`src/rtl/window_sched.sv`:
```
// Sliding-window scheduler: steps a WIN_W x WIN_H window across the screen,
// one position per frame, handshaking with the window buffer and mult-adder tree.
module window_sched #(
    parameter int unsigned SCREEN_W = 640,
    parameter int unsigned SCREEN_H = 480,
    parameter int unsigned WIN_W    = 28,
    parameter int unsigned WIN_H    = 28,
    parameter int unsigned STRIDE_X = 14,
    parameter int unsigned STRIDE_Y = 14,
    parameter int unsigned POS_BITS = 10
) (
    input  logic                clock,
    input  logic                reset,
    input  logic                start,
    input  logic                abort,
    input  logic                continuous,
    input  logic                frame_start,
    input  logic                buffer_rdy,
    input  logic                compute_done,
    output logic [POS_BITS-1:0] buffer_x_pos,
    output logic [POS_BITS-1:0] buffer_y_pos,
    output logic                compute_start,
    output logic                busy,
    output logic                sweep_done,
    output logic [15:0]         win_count
);

    localparam int unsigned CW    = POS_BITS + 2;
    localparam int unsigned CNT_W = 16;

    typedef enum logic [2:0] {
        IDLE,
        WAIT_FRAME,
        WAIT_RDY,
        COMPUTE,
        ADVANCE
    } state_t;

    state_t              state;
    state_t              state_nx;
    logic [POS_BITS-1:0] x_nx;
    logic [POS_BITS-1:0] y_nx;
    logic [CNT_W-1:0]    count_nx;
    logic                cs_nx;
    logic                sd_nx;
    logic [CW-1:0]       x_end;
    logic [CW-1:0]       y_end;
    logic                x_fits;
    logic                y_fits;

    // Far edge of the next window, widened so the sum cannot wrap.
    assign x_end  = CW'(buffer_x_pos) + CW'(STRIDE_X) + CW'(WIN_W);
    assign y_end  = CW'(buffer_y_pos) + CW'(STRIDE_Y) + CW'(WIN_H);
    assign x_fits = (x_end <= CW'(SCREEN_W));
    assign y_fits = (y_end <= CW'(SCREEN_H));

    // Next-state and next-output logic.
    always_comb begin
        state_nx = state;
        x_nx     = buffer_x_pos;
        y_nx     = buffer_y_pos;
        count_nx = win_count;
        cs_nx    = 1'b0;
        sd_nx    = 1'b0;
        if (abort) begin
            state_nx = IDLE;
        end else begin
            case (state)
                IDLE: begin
                    if (start) begin
                        x_nx     = '0;
                        y_nx     = '0;
                        count_nx = '0;
                        state_nx = WAIT_FRAME;
                    end
                end
                // buffer_rdy here belongs to the previous position and is dropped.
                WAIT_FRAME: begin
                    if (frame_start) state_nx = WAIT_RDY;
                end
                WAIT_RDY: begin
                    if (buffer_rdy) begin
                        cs_nx    = 1'b1;
                        state_nx = COMPUTE;
                    end
                end
                COMPUTE: begin
                    if (compute_done) state_nx = ADVANCE;
                end
                ADVANCE: begin
                    state_nx = WAIT_FRAME;
                    if (win_count != {CNT_W{1'b1}}) count_nx = win_count + CNT_W'(1);
                    if (x_fits) begin
                        x_nx = buffer_x_pos + POS_BITS'(STRIDE_X);
                    end else begin
                        x_nx = '0;
                        if (y_fits) begin
                            y_nx = buffer_y_pos + POS_BITS'(STRIDE_Y);
                        end else begin
                            y_nx  = '0;
                            sd_nx = 1'b1;
                            if (continuous) count_nx = '0;
                            else            state_nx = IDLE;
                        end
                    end
                end
                default: state_nx = IDLE;
            endcase
        end
    end

    // State and output registers.
    always_ff @(posedge clock) begin
        if (!reset) begin
            state         <= IDLE;
            buffer_x_pos  <= '0;
            buffer_y_pos  <= '0;
            win_count     <= '0;
            compute_start <= 1'b0;
            busy          <= 1'b0;
            sweep_done    <= 1'b0;
        end else begin
            state         <= state_nx;
            buffer_x_pos  <= x_nx;
            buffer_y_pos  <= y_nx;
            win_count     <= count_nx;
            compute_start <= cs_nx;
            busy          <= (state_nx != IDLE);
            sweep_done    <= sd_nx;
        end
    end

endmodule

```
`config.mk`:
```
export PLATFORM = sky130hd
export DESIGN_NAME = window_sched
export DESIGN_NICKNAME = d
export VERILOG_FILES = /design/src/rtl/window_sched.sv
export SDC_FILE = /design/constraint.sdc
export NUM_CORES = 1
export LEC_CHECK = 0
export ABC_CLOCK_PERIOD_IN_PS = 2500
export CAP_MARGIN = 15
export CORE_MARGIN = 2
export CORE_UTILIZATION = 46
export DETAILED_ROUTE_END_ITERATION = 12
export PLACE_DENSITY = 0.75
export SYNTH_ARGS = -nofsm -noshare
export SYNTH_HDL_FRONTEND = slang
export SYNTH_SLANG_ARGS = --single-unit
```
`constraint.sdc`:
```
create_clock -name clock -period 2.5 [get_ports clock]
set_input_delay 0.5 -clock clock [delete_from_list [all_inputs] [get_ports clock]]
set_output_delay 0.5 -clock clock [all_outputs]
set_load 0.02 [all_outputs]
```
==> summary.txt, run 1 <==
Run status
  • Status: completed

Critical path
  • Worst EP arrival: around 2.6 ns
  • Critical path class: flop to flop
  • Data required time at the worst endpoint: 2.73 ns
  • Worst Setup Start Kind: flop
  • Highest cell delay on the worst timing path: roughly 0.57 ns
  • Crit-path max FO: 6
  • Worst path bufs/invs: 1
  • Worst path cell trace: inv_1 -> ha_4 -> nor4bb_1 -> a221o_1 -> o32ai_2 -> nand2_2 -> or4_4 -> or3_1 -> o21ai_1
  • CP top delay family: simple AND/OR/NAND/NOR gates
  • CP endpoint kind: flop
  • CP max-delay cell: or4_4

Synthesis
  • Synth Flop Type: dfxtp_1
  • FFs w/ async S/R, synth: 0%
  • Top post-synthesis cells by area: dfxtp_1 34%, nor2_1 4.5%, nand2_1 4.3%, a21oi_1 4.1%, nand4_1 3.2%
  • Post-Synth XOR/XNOR Area: under 10%
  • Count of flip-flops with a built-in enable after synthesis: 0
  • Synthesized area: between 2000 and 2500 um^2
  • Post-synth top area share: approximately a third
  • Largest family of logic cells by synthesized area: simple AND/OR/NAND/NOR gates
  • Count leader, synth: dfxtp_1
  • Synth Area in Simple Gates: ~30%
  • Post-synthesis register bit count: 40
  • Area leader, netlist: dfxtp_1
  • Most common library cells after synthesis: 40 x dfxtp_1, 28 x nor2_1, 27 x nand2_1, 19 x a21oi_1, 15 x inv_1
  • Yosys warning count: 0
  • Register area share after synthesis: around a third
  • Syn Inst Count: 293
  • Synth Area in Compound Gates: between 20% and 30%
  • Syn avg cell area: 7.97 um^2
  • Mux cell area share after synthesis: about 1.3%
  • Adder-cell share of the synthesized area: under 10%
  • Post-synthesis cell type count: 59

Placement
  • Port Buf Inserts: 44
  • DP Cell Count: 407
  • Area after DPL: between 2000 and 3000 um^2
  • GP Congestion: 0.927
  • DP Wirelength: 4100 um

Power
  • Pwr per Cell Area: approximately 380 nW/um^2
  • Leakage: ~1.1 nW
  • Peak VDD IR: 258 uV

Timing
  • Fin crit period: approximately 2.4 ns
  • Final TNS setup: 0 ns
  • Final setup viols: 0
  • Final Hold Fails: 0
  • Fin crit share: about 96%
  • Fmax: around 420 MHz
  • Least-Margin Pin Slew: 0.502 ns
  • Fin Hold WS: between 0.5 and 0.6 ns
  • Clock skew: 0.00981 ns
  • Rel. slew slack: between 60 and 70%
  • RSZ-0062 raised after global routing: false
  • Pins Over Slew Limit: 0

Finish
  • Register area: roughly 800 um^2
  • Layout fillers: 434
  • NumNets Final: ~360
  • Layout cell share with drive strength beyond 1: 12.1%
  • Synth-to-Final Area Change: 30.2%
  • Ant. Diodes: 0
  • Multi-input combinational cell area: around 1400 um^2
  • Final non-filler cell total: between 400 and 500
  • Design Area, Final: between 3000 and 4000 um^2
  • Final Util: approximately 63%

Clock network
  • H-tree lvl count: 2
  • Clk Latency, worst-skew pair: 0.29 ns
  • Number of buffers created by CTS: 5
  • CTS tree: done
  • Clk slew on worst S/H paths: around 0.08 ns
  • CTS root buffer: clkbuf_8
  • Clock sinks: 40
  • Worst-case clock buffer depth: 2
  • Hold_buf cts: 0

GRT
  • Vias in the first global route: about 2100
  • GR Util met3: about 3.3%
  • Initial antenna violation count: 0
  • Global-route wire length before repair: approximately 9000 um
  • Busiest grt layer: met2
  • Largest net degree at the start of global routing: 27
  • GRT Total Usage: about a fifth
  • GR Util met2: between 30% and 40%
  • M1 GR Usage: between 20% and 30%
  • GR Overflow Total: 0

Die
  • Die extent in y: 75.3 um
  • Starting Density: slightly below 50%
  • Die area: around 5700 um^2
  • Core box area: roughly 4800 um^2
  • IO Pins: 47
  • Rows: 25
  • Die W: ~75 um

Routing
  • DRT iter0 DRCs: about 140
  • Detailed Route WL: about 5600 um
  • # DRC: 0
  • Via count: 2366
  • Detail Route Antenna Nets: 0
  • 1st-pass router iterations: 5
  • Post-DR wirelength/cell: ~14 um
  • Vias/cell: approximately 5.7

Job
  • Max-cap violations: 0

Hold path
  • HP Class: flop to flop
flip-flops by register name (all words and copies together) (netlist names):
name and flops:
buffer_x_pos 9, compute_start 1, buffer_y_pos 9, busy 1, win_count 16, sweep_done 1, state 3
metrics by stage:
step	worst slack, ns	power [W]
after floorplan	0.0590	0.000722
after global placement	0.0767	0.000764
after detailed placement	0.0234	0.000765
after CTS	0.00120	0.00117
after global routing	0.00421	0.00121
final	0.111	0.00116
placed cells by master, fill, tap and decap left out, types with 3 or more instances in the layout:
master and instances:
mux2i_1 3, nand2b_1 6, a22o_1 5, nand2_1 27, a21o_1 7, a21oi_1 19, nor4_1 4, xnor2_1 7
inv_1 15, nand3b_1 5, nand3_1 13, and2_1 3, clkbuf_8 5, o21ai_1 4, clkdlybuf4s50_1 44, and3_1 5
xor2_1 4, o22ai_1 4, a31oi_1 8, dfxtp_1 36, or4_1 3, nand4_1 12, dfxtp_2 3, o21ai_0 5
buf_4 17, nor3_1 7, nor2_1 28
report_power, final:
group / switching (W) / leakage [nW] / internal [W]
clock: 0.000219 / 0.0410 / 0.000190
sequential: 0.00000842 / 0.325 / 0.000641
combinational: 0.0000537 / 0.717 / 0.0000496
total: 0.000282 / 1.08 / 0.000880
what timing repair did:
action                                 4_1_cts  5_1_grt
buffers inserted                             0        1
endpoints found under the hold margin        0        0
setup endpoints to repair                    0       30
gates resized for setup                      0       10
worst paths after layout:
check	start	endpoint	slack, ns	cells after the start
min	win_count[11]	win_count[11]	0.51	1
max	buffer_x_pos[1]	buffer_y_pos[5]	0.11	9
max reg2reg	buffer_x_pos[1]	buffer_y_pos[5]	0.11	9
min reg2reg	win_count[11]	win_count[11]	0.51	1
cells by family after synthesis:
family          Yosys count
compound gates           73
xor+xnor                 11
other cells               1
fa+ha+maj                 5
buf+inv                  30
simple gates            130
flops                    40
mux                       3
per-layer routing:
layer  share of wire, %  vias up
met2                 45       71
met3                4.6       10
met5                  0        -
met4                1.5        0
met1                 49     1108
li1                   -     1177
area by class of cell:
type / count / area share (%)
tap: 67 / 2.76
inverter: 15 / 1.85
clock inverter: 1 / 0.165
timing repair buffer: 62 / 19.3
sequential: 40 / 26.6
clock buffer: 6 / 2.39
multi-input combinational: 224 / 46.9
No activity file was read; power rests on OpenSTA's default activity.
==> run 2, diff against run 1 <==
--- a/config.mk
+++ b/config.mk
@@ -10,6 +10,7 @@
 export CORE_MARGIN = 2
 export CORE_UTILIZATION = 46
 export DETAILED_ROUTE_END_ITERATION = 12
+export GPL_ROUTABILITY_DRIVEN = 0
 export PLACE_DENSITY = 0.75
 export SYNTH_ARGS = -nofsm -noshare
 export SYNTH_HDL_FRONTEND = slang
==> results of run 2 <==
No change in the layout: final DEF, timing and power equal those of run 1.
==> run 3, diff against run 2 <==
--- a/config.mk
+++ b/config.mk
@@ -12,6 +12,7 @@
 export DETAILED_ROUTE_END_ITERATION = 12
 export GPL_ROUTABILITY_DRIVEN = 0
 export PLACE_DENSITY = 0.75
+export RECOVER_POWER = 50
 export SYNTH_ARGS = -nofsm -noshare
 export SYNTH_HDL_FRONTEND = slang
 export SYNTH_SLANG_ARGS = --single-unit
==> run 3 against run 2 <==
  * Sequential power is essentially flat
  * Clock power is essentially flat
  * Critical path depth is the same
  * Setup slack lost 0.0092 ns
  * Sequential share of layout area is essentially flat
  * Maximum frequency shrank 0.38%
  * Total power is essentially flat
  * Cell count is the same
  * Sequential cell count is the same
  * Largest cell class unchanged
  * Core utilization shrank 0.10 points
  * Design area shrank 0.16%
  * Highest routed layer unchanged
==> summary.txt, run 3 (synthesis gave the netlist of run 1 again) <==
Timing
  • Least-Margin Pin Slew: 0.484 ns (-0.0185 ns)
  • Fin worst setup slack: 0.102 ns (-0.00922 ns)
  • Final Hold Fails: 0 (unchanged)
  • Fmax: 417 MHz (-0.38%)
  • Clock skew: 0.0103 ns (+0.000462 ns)
  • Rel. slew slack: 66.9% (+0.40 points)
  • Final setup viols: 0 (unchanged)
  • Fin crit period: 2.40 ns (+0.00922 ns)
  • Final TNS setup: 0 ns (unchanged)
  • Pins Over Slew Limit: 0 (unchanged)
  • RSZ-0062 raised after global routing: false
  • Fin crit share: 95.9% (+0.37 points)

Die
  • Starting Density: 48.5% (unchanged)
  • Die W: 75.3 um (unchanged)
  • IO Pins: 47 (unchanged)
  • Die area: 5660 um^2 (unchanged)
  • Die extent in y: 75.3 um (unchanged)
  • Rows: 25 (unchanged)
  • Core box area: 4820 um^2 (unchanged)

Finish
  • Layout cell share with drive strength beyond 1: 11.8% (-0.29 points)
  • NumNets Final: 361 (unchanged)
  • Max reg flops: 16 (unchanged)
  • Synth-to-Final Area Change: 30.0%
  • Largest regs: win_count x16, buffer_x_pos x9, buffer_y_pos x9
  • Commonest non-fill, non-tap cell in the layout: dfxtp_1
  • Commonest cells after routing, fill and taps aside: 36 x dfxtp_1, 35 x dlygate4sd3_1, 28 x nor2_1
  • Layout fillers: 435 (+0.23%)
  • Ant. Diodes: 0 (unchanged)
  • Register with the most flip-flops: win_count

Hold path
  • Worst min-delay path endpoint: buffer_x_pos[2]
  • HP Class: flop to flop
  • Hold Path Cell Cnt: 2 (+1)
  • Hold path start: buffer_x_pos[2]

Clock network
  • Clk slew on worst S/H paths: 0.08 ns (about the same)
  • Number of buffers created by CTS: 5 (unchanged)
  • CTS root buffer: clkbuf_8
  • Clock sinks: 40 (unchanged)
  • CTS tree: done
  • H-tree lvl count: 2 (unchanged)
  • Worst-case clock buffer depth: 2 (unchanged)
  • Clk Latency, worst-skew pair: 0.29 ns (about the same)

Routing
  • Via count: 2361 (-0.21%)
  • Detail Route Antenna Nets: 0 (unchanged)
  • Detailed Route WL: 5640 um (-0.16%)
  • Post-DR wirelength/cell: 13.6 um (-0.16%)
  • 1st-pass router iterations: 4 (-1)
  • DRT iter0 DRCs: 132 (-4.3%)
  • Vias/cell: 5.69 (-0.21%)
  • # DRC: 0 (unchanged)

Placement
  • DP Wirelength: 4100 um (unchanged)
  • Post-Place Setup Slack: 0.0234 ns (unchanged)
  • Port Buf Inserts: 44 (unchanged)

Critical path
  • Crit-path max FO: 6 (unchanged)
  • Data required time at the worst endpoint: 2.73 ns (about the same)
  • CP max-delay cell: or4_4
  • Reg2Reg Setup Slack: 0.10 ns (about the same)
  • R2R cell count: 9 (unchanged)
  • Critical path class: flop to flop
  • Worst path cell trace: inv_1 -> ha_4 -> nor4bb_1 -> a221o_1 -> o32ai_2 -> nand2_2 -> or4_4 -> or3_1 -> o21ai_1
  • Worst EP arrival: 2.63 ns (about the same)
  • Highest cell delay on the worst timing path: 0.57 ns (about the same)
  • CP endpoint kind: flop
  • R2R Path Start: buffer_x_pos[1]
  • Reg2reg end: buffer_y_pos[5]
  • Worst Setup Start Kind: flop

Power
  • Peak VDD IR: 260 uV (+0.73%)
  • Switching power: 0.000283 W (+0.42%)
  • Comb pwr share: 8.7% (-0.2 points)
  • Sequential power share: 55.9% (about the same)
  • Leakage: 1.20 nW (+11%)
  • Pwr per Cell Area: 382 nW/um^2 (about the same)
  • Clock share of power: 35.4% (+0.2 points)
  • Pint: 0.000878 W (-0.25%)
  • Sw Ratio: 24.4% (+0.12 points)

GRT
  • Initial antenna violation count: 0 (unchanged)
  • Global-route wire length before repair: 9250 um (unchanged)
  • Vias in the first global route: 2064 (unchanged)
  • GR Overflow Total: 0 (unchanged)
  • Largest net degree at the start of global routing: 27 (unchanged)
  • GRT Total Usage: 20.7% (unchanged)

Job
  • Max-cap violations: 0 (unchanged)

Run status
  • Status: completed
[run 3: cell types whose count changed in the layout (fill, tap and decap cells not counted)]
| cell | change |
|---|---|
| buf_4 | -1 |
| clkdlybuf4s50_1 | -35 |
| a2111oi_1 | -1 |
| dlygate4sd3_1 | +35 |
| clkbuf_1 | +1 |
| a2111oi_0 | +1 |
[run 3: final cells by class]
type / count / area, um^2 / area share (%)
Clock buffer: 6 / 72.6 / 2.39
Multi-Input combinational cell: 224 / 1430 / 47.0
Clock inverter: 1 / 5.00 / 0.165
Sequential cell: 40 / 808 / 26.6
Tap cell: 67 / 83.8 / 2.76
Inverter: 15 / 56.3 / 1.85
Timing Repair Buffer: 62 / 584 / 19.2
[run 3: power groups by stage]
stage                     Sequential [W]  Clock, W  Combinational, W
after global placement          0.000665         0         0.0000990
after detailed placement        0.000665         0          0.000100
after floorplan                 0.000667         0         0.0000551
after global routing            0.000650  0.000450          0.000110
final                           0.000649  0.000411          0.000101
after CTS                       0.000650  0.000419          0.000101
[run 3: per-layer routing]
layer | wire length, um | vias up | GRT usage, %
met2 | 2520 | 65 | 32.5
met4 | 82 | 0 | 5.85
met3 | 244 | 10 | 3.35
met1 | 2790 | 1106 | 29.5
li1 | - | 1180 | -
met5 | 0 | - | 0
[run 3: worst max-delay path, delay by kind of cell, from the launching register on]
| family | cells | cell delay, ns |
|---|---|---|
| adder cells (fa/ha/maj) | 1 | 0.29 |
| AO/OA/AOI/OAI | 3 | 0.51 |
| flip-flops | 1 | 0.37 |
| AND/OR/NAND/NOR | 4 | 1.07 |
| buffers and inverters | 1 | 0.10 |
[run 3: worst max-delay path by stage]
stage                     from              end  cells after the start
6_report       buffer_x_pos[1]  buffer_y_pos[5]                      9
3_5_place_dp   buffer_x_pos[2]  buffer_y_pos[6]                      9
4_1_cts        buffer_x_pos[2]  buffer_y_pos[6]                      9
3_3_place_gp   buffer_x_pos[2]  buffer_y_pos[5]                      9
5_1_grt        buffer_y_pos[1]  buffer_y_pos[5]                      8
2_1_floorplan  buffer_y_pos[1]  buffer_y_pos[5]                      8
[run 3: per-stage QoR]
step                utilization [%]  instances  total power (W)  cell area [um^2]  hold slack [ns]
finish                         63.0        415          0.00116              3040            0.509
global route                   63.0        415          0.00121              3040            0.534
CTS                            62.3        414          0.00117              3000            0.514
detailed placement             60.7        407         0.000765              2920            0.502
global placement               60.7        407         0.000764              2920            0.496
floorplan                         -        294         0.000722              2340            0.529
[run 3: timing repair]
item	4_1_cts	5_1_grt
gates resized for setup	0	10
buffers inserted	0	1
hold endpoints to repair	0	0
endpoints found under the setup margin	0	30
hold buffers	0	0
==> RTL change 1 (flow settings as in run 3) <==
The 5 states of `state_t` get a one-hot encoding in 5 bits.
--- a/src/rtl/window_sched.sv
+++ b/src/rtl/window_sched.sv
@@ -30,8 +30,8 @@
 
-    typedef enum logic [2:0] {
-        IDLE,
-        WAIT_FRAME,
-        WAIT_RDY,
-        COMPUTE,
-        ADVANCE
+    typedef enum logic [4:0] {
+        IDLE       = 5'b00001,
+        WAIT_FRAME = 5'b00010,
+        WAIT_RDY   = 5'b00100,
+        COMPUTE    = 5'b01000,
+        ADVANCE    = 5'b10000
     } state_t;
Formal check against the unedited RTL: same outputs for any inputs over 10 cycles, from zero or initial values and one cycle with reset low; not proved beyond that.
==> RTL change 1 against run 3 <==
Sequential power rose by 5.7%; core utilization fell by 1.5 points; sequential cell count increased by 2; setup slack better by 0.030 ns; critical path depth decreased by 1; count of clock-buffer cells in the layout increased by 1; cell area grew 14%; final cell count increased by 13%; synthesized area is 16% higher; sequential share of layout area down 1.9 points; wire length rose by 29%; power rose by 7.3%.
==> RTL change 1: results (changes against run 3) <==
| Metric | Value |
|---|---|
| Vias in the first global route | 2553 (was 2064) |
| Headroom to the max-slew limit | 46.10% (was 66.90%) |
| Met2 Resource Use GR | 36.58% (was 32.46%) |
| Cell variety after synth | 67 (was 59) |
| Fraction of power consumed by the clock network | 34.2% (was 35.4%) |
| Number of violations reported at the end of detailed-routing iteration 0 | 184 (was 132) |
| CP top delay family | compound AO/OA/AOI/OAI gates (was simple AND/OR/NAND/NOR gates) |
| Crit Path Max Fanout | 8 (was 6) |
| Per-instance average area after synthesis | 7.978 sq um (was 7.973 sq um) |
| Area of the die | 6527 sq um (was 5664 sq um) |
| M3 GR Usage | 4.778% (was 3.347%) |
| Worst Clk Skew | 0.01159 ns (was 0.01027 ns) |
| Endpoint of the worst hold-timing path | buffer_y_pos[1] (was buffer_x_pos[2]) |
| Total Nets Final | 409 (was 361) |
| Run status | finished clean (unchanged) |
| Most instantiated cells after synthesis | sky130_fd_sc_hd__dfxtp_1 (42), sky130_fd_sc_hd__nor2_1 (31), sky130_fd_sc_hd__nand2_1 (28) (was sky130_fd_sc_hd__dfxtp_1 (40), sky130_fd_sc_hd__nor2_1 (28), sky130_fd_sc_hd__nand2_1 (27)) |
| Vias per inst | 6.203 (was 5.689) |
| Startpoint of the worst register-to-register path | buffer_x_pos[2] (was buffer_x_pos[1]) |
| Met1 wire length | 3.554 mm (was 2.788 mm) |
| Wire length reported by the detailed router | 7.276 mm (was 5.638 mm) |
| Proportion of layout cells with a drive suffix above 1 | 10.86% (was 11.78%) |
| Post-route worst hold slack | 0.4919 ns (was 0.5087 ns) |
| Setup slack, reg-to-reg | 0.13 ns (was 0.10 ns) |
| Worst R2R Path Depth | 8 (was 9) |
| Overall Global Routing Usage | 23.10% (was 20.72%) |
| Top cells by area, synth | sky130_fd_sc_hd__dfxtp_1 (31%), sky130_fd_sc_hd__nor2_1 (4.3%), sky130_fd_sc_hd__nand2_1 (3.9%) (was sky130_fd_sc_hd__dfxtp_1 (34%), sky130_fd_sc_hd__nor2_1 (4.5%), sky130_fd_sc_hd__nand2_1 (4.3%)) |
RTL change 1: worst min-delay path, delay by kind of cell, from the launching register on:
family          cells  cell delay (ns)
compound gates      2             0.13
flops               1             0.32
RTL change 1: cell type report:
type / instances / area [sq um]
flip-flops and latches: 42 / 852.1
repair buffers: 68 / 616.8
multi-input cells: 257 / 1734
clock buffers: 7 / 76.32
well taps: 72 / 90.09
fillers: 520 / 2156
inverters: 22 / 82.58
RTL change 1: logic make-up (layout without fill, tap and decap cells):
kind of cell	after synthesis	count (layout)	share of synthesized area [%]
buffers and inverters	42	97	7.103
XOR/XNOR	10	10	3.229
AND/OR/NAND/NOR	152	152	31.04
flip-flops	42	42	31.00
adder cells (fa/ha/maj)	5	5	2.306
AO/OA/AOI/OAI	88	88	25.18
other	1	2	0.1382
RTL change 1: per-stage QoR:
step	power [mW]	area, sq um
2_1_floorplan	0.7802	2716
3_3_place_gp	0.8300	3302
3_5_place_dp	0.8319	3302
4_1_cts	1.251	3378
5_1_grt	1.285	3452
6_report	1.245	3452
==> RTL change 2 (flow settings as in run 3) <==
Made on the original files. The parameter `POS_BITS` goes from 10 to 12.
--- a/src/rtl/window_sched.sv
+++ b/src/rtl/window_sched.sv
@@ -9,3 +9,3 @@
     parameter int unsigned STRIDE_Y = 14,
-    parameter int unsigned POS_BITS = 10
+    parameter int unsigned POS_BITS = 12
 ) (
Ports: changed (resized buffer_x_pos and buffer_y_pos); port bits go from 47 to 51. No check against the original RTL was run, so the function may have changed too.
==> RTL change 2 against run 3 <==
Sequential cell count rose by 4; critical endpoint is now win_count[2]; synthesized area increased by 14%; die area up 14%; cell area is 20% higher; worst hold slack worse by 0.015 ns; setup slack got worse by 0.088 ns; via count rose by 19%; combinational power is 16% higher; power up 8.1%; synthesized cell count rose by 17%; non-clock buffer count rose by 21; first-iteration DRC count is 16% lower; wire length is 31% higher; largest power group unchanged; clock power up 4%.
==> RTL change 2: results (changes against run 3) <==
| Metric | Value |
|---|---|
| Run status | finished clean (unchanged) |
| Post-route worst hold slack | 0.4937 ns (was 0.5087 ns) |
| Average routed wire per standard cell | 15.20 um (was 13.59 um) |
| Sequential fraction of the synthesis area | 32.96% (was 34.28%) |
| Vias in the first global route | 2440 (was 2064) |
| Top cells by area, synth | sky130_fd_sc_hd__dfxtp_1 (33%), sky130_fd_sc_hd__nand3_1 (5.4%), sky130_fd_sc_hd__nor2_1 (5.2%) (was sky130_fd_sc_hd__dfxtp_1 (34%), sky130_fd_sc_hd__nor2_1 (4.5%), sky130_fd_sc_hd__nand2_1 (4.3%)) |
| Met2 Resource Use GR | 33.92% (was 32.46%) |
| Length of routed met2 wiring | 3.412 mm (was 2.522 mm) |
| Internal portion of total power | 0.9529 mW (was 0.8780 mW) |
| Worst Clk Skew | 0.008179 ns (was 0.01027 ns) |
| Placed Instance Area | 3336 sq um (was 2924 sq um) |
| HPWL after DPL | 4.902 mm (was 4.102 mm) |
| Max VDD drop | 0.2625 mV (was 0.2599 mV) |
| Endpoint of the worst hold-timing path | buffer_y_pos[9] (was buffer_x_pos[2]) |
| Arr. time, crit path | 2.71 ns (was 2.63 ns) |
| Overall Global Routing Usage | 21.65% (was 20.72%) |
| Gate count of the mapped netlist | 343 (was 293) |
| Maximum number of pins on one net before global-route repair | 29 (was 27) |
| GR Util met1 | 29.76% (was 29.53%) |
| # resized after CTS | 6 (was 0) |
| Cell with the largest stage delay on the worst path | sky130_fd_sc_hd__mux2_2 (was sky130_fd_sc_hd__or4_4) |
| Endpoint of the worst register-to-register path | win_count[2] (was buffer_y_pos[5]) |
| Total Nets Final | 425 (was 361) |
| Hold path startpoint | buffer_y_pos[9] (was buffer_x_pos[2]) |
| Met1 wire length | 3.442 mm (was 2.788 mm) |
| Registers with the most flip-flops | win_count (16), buffer_x_pos (11), buffer_y_pos (11) (was win_count (16), buffer_x_pos (9), buffer_y_pos (9)) |
| Cells on Worst Hold Path | 1 (was 2) |
| Crit-path max cell delay | 0.39 ns (was 0.57 ns) |
| First-pass GRT wire length | 11.16 mm (was 9.252 mm) |
| Quantity of I/O buffers inserted on ports | 48 (was 44) |
| Most instantiated cells after synthesis | sky130_fd_sc_hd__dfxtp_1 (44), sky130_fd_sc_hd__nor2_1 (37), sky130_fd_sc_hd__nand3_1 (29) (was sky130_fd_sc_hd__dfxtp_1 (40), sky130_fd_sc_hd__nor2_1 (28), sky130_fd_sc_hd__nand2_1 (27)) |
| M3 GR Usage | 3.933% (was 3.347%) |
| Worst R2R Path Depth | 10 (was 9) |
| Setup bufs post-CTS | 2 (was 0) |
| Final setup margin | 0.01312 ns (was 0.1016 ns) |
| Routed via count | 2819 (was 2361) |
| Routed length on met3 | 379 um (was 244 um) |
| CP top delay family | compound AO/OA/AOI/OAI gates (was simple AND/OR/NAND/NOR gates) |
| Headroom to the max-slew limit | 59.73% (was 66.90%) |
| Crit Path Max Fanout | 7 (was 6) |
| Leakage | 1.355 nW (was 1.199 nW) |
| Dpl ws | -0.05118 ns (was 0.02339 ns) |
| Power consumption | 1.255 mW (was 1.161 mW) |
## RTL change 2: cell types whose count changed in the layout (fill, tap and decap cells not counted), moves of 7 or more
cell,delta
sky130_fd_sc_hd__nand3_1,+16
sky130_fd_sc_hd__clkdlybuf4s50_1,+7
sky130_fd_sc_hd__nor2_1,+9
sky130_fd_sc_hd__buf_4,+13
sky130_fd_sc_hd__o21ai_0,+9
## RTL change 2: cells by family after synthesis
family / count (synthesis) / synth area share, %
DFF: 44 / 32.96
AOI/OAI and AO/OA: 77 / 19.38
and+or+nand+nor: 162 / 31.93
xor gates and xnor gates: 13 / 4.260
other: 1 / 0.1403
adders and majority gates: 5 / 2.341
muxes: 4 / 1.592
buffers and inverters: 37 / 7.397
## RTL change 2: cell type report
class	instances	area (sq um)
Tap cell	72	90.09
Timing Repair Buffer	83	804.5
Sequential cell	44	888.4
Clock inverter	1	3.754
Multi-Input combinational cell	263	1718
Fill cell	484	1937
Clock buffer	7	76.32
Inverter	15	56.30
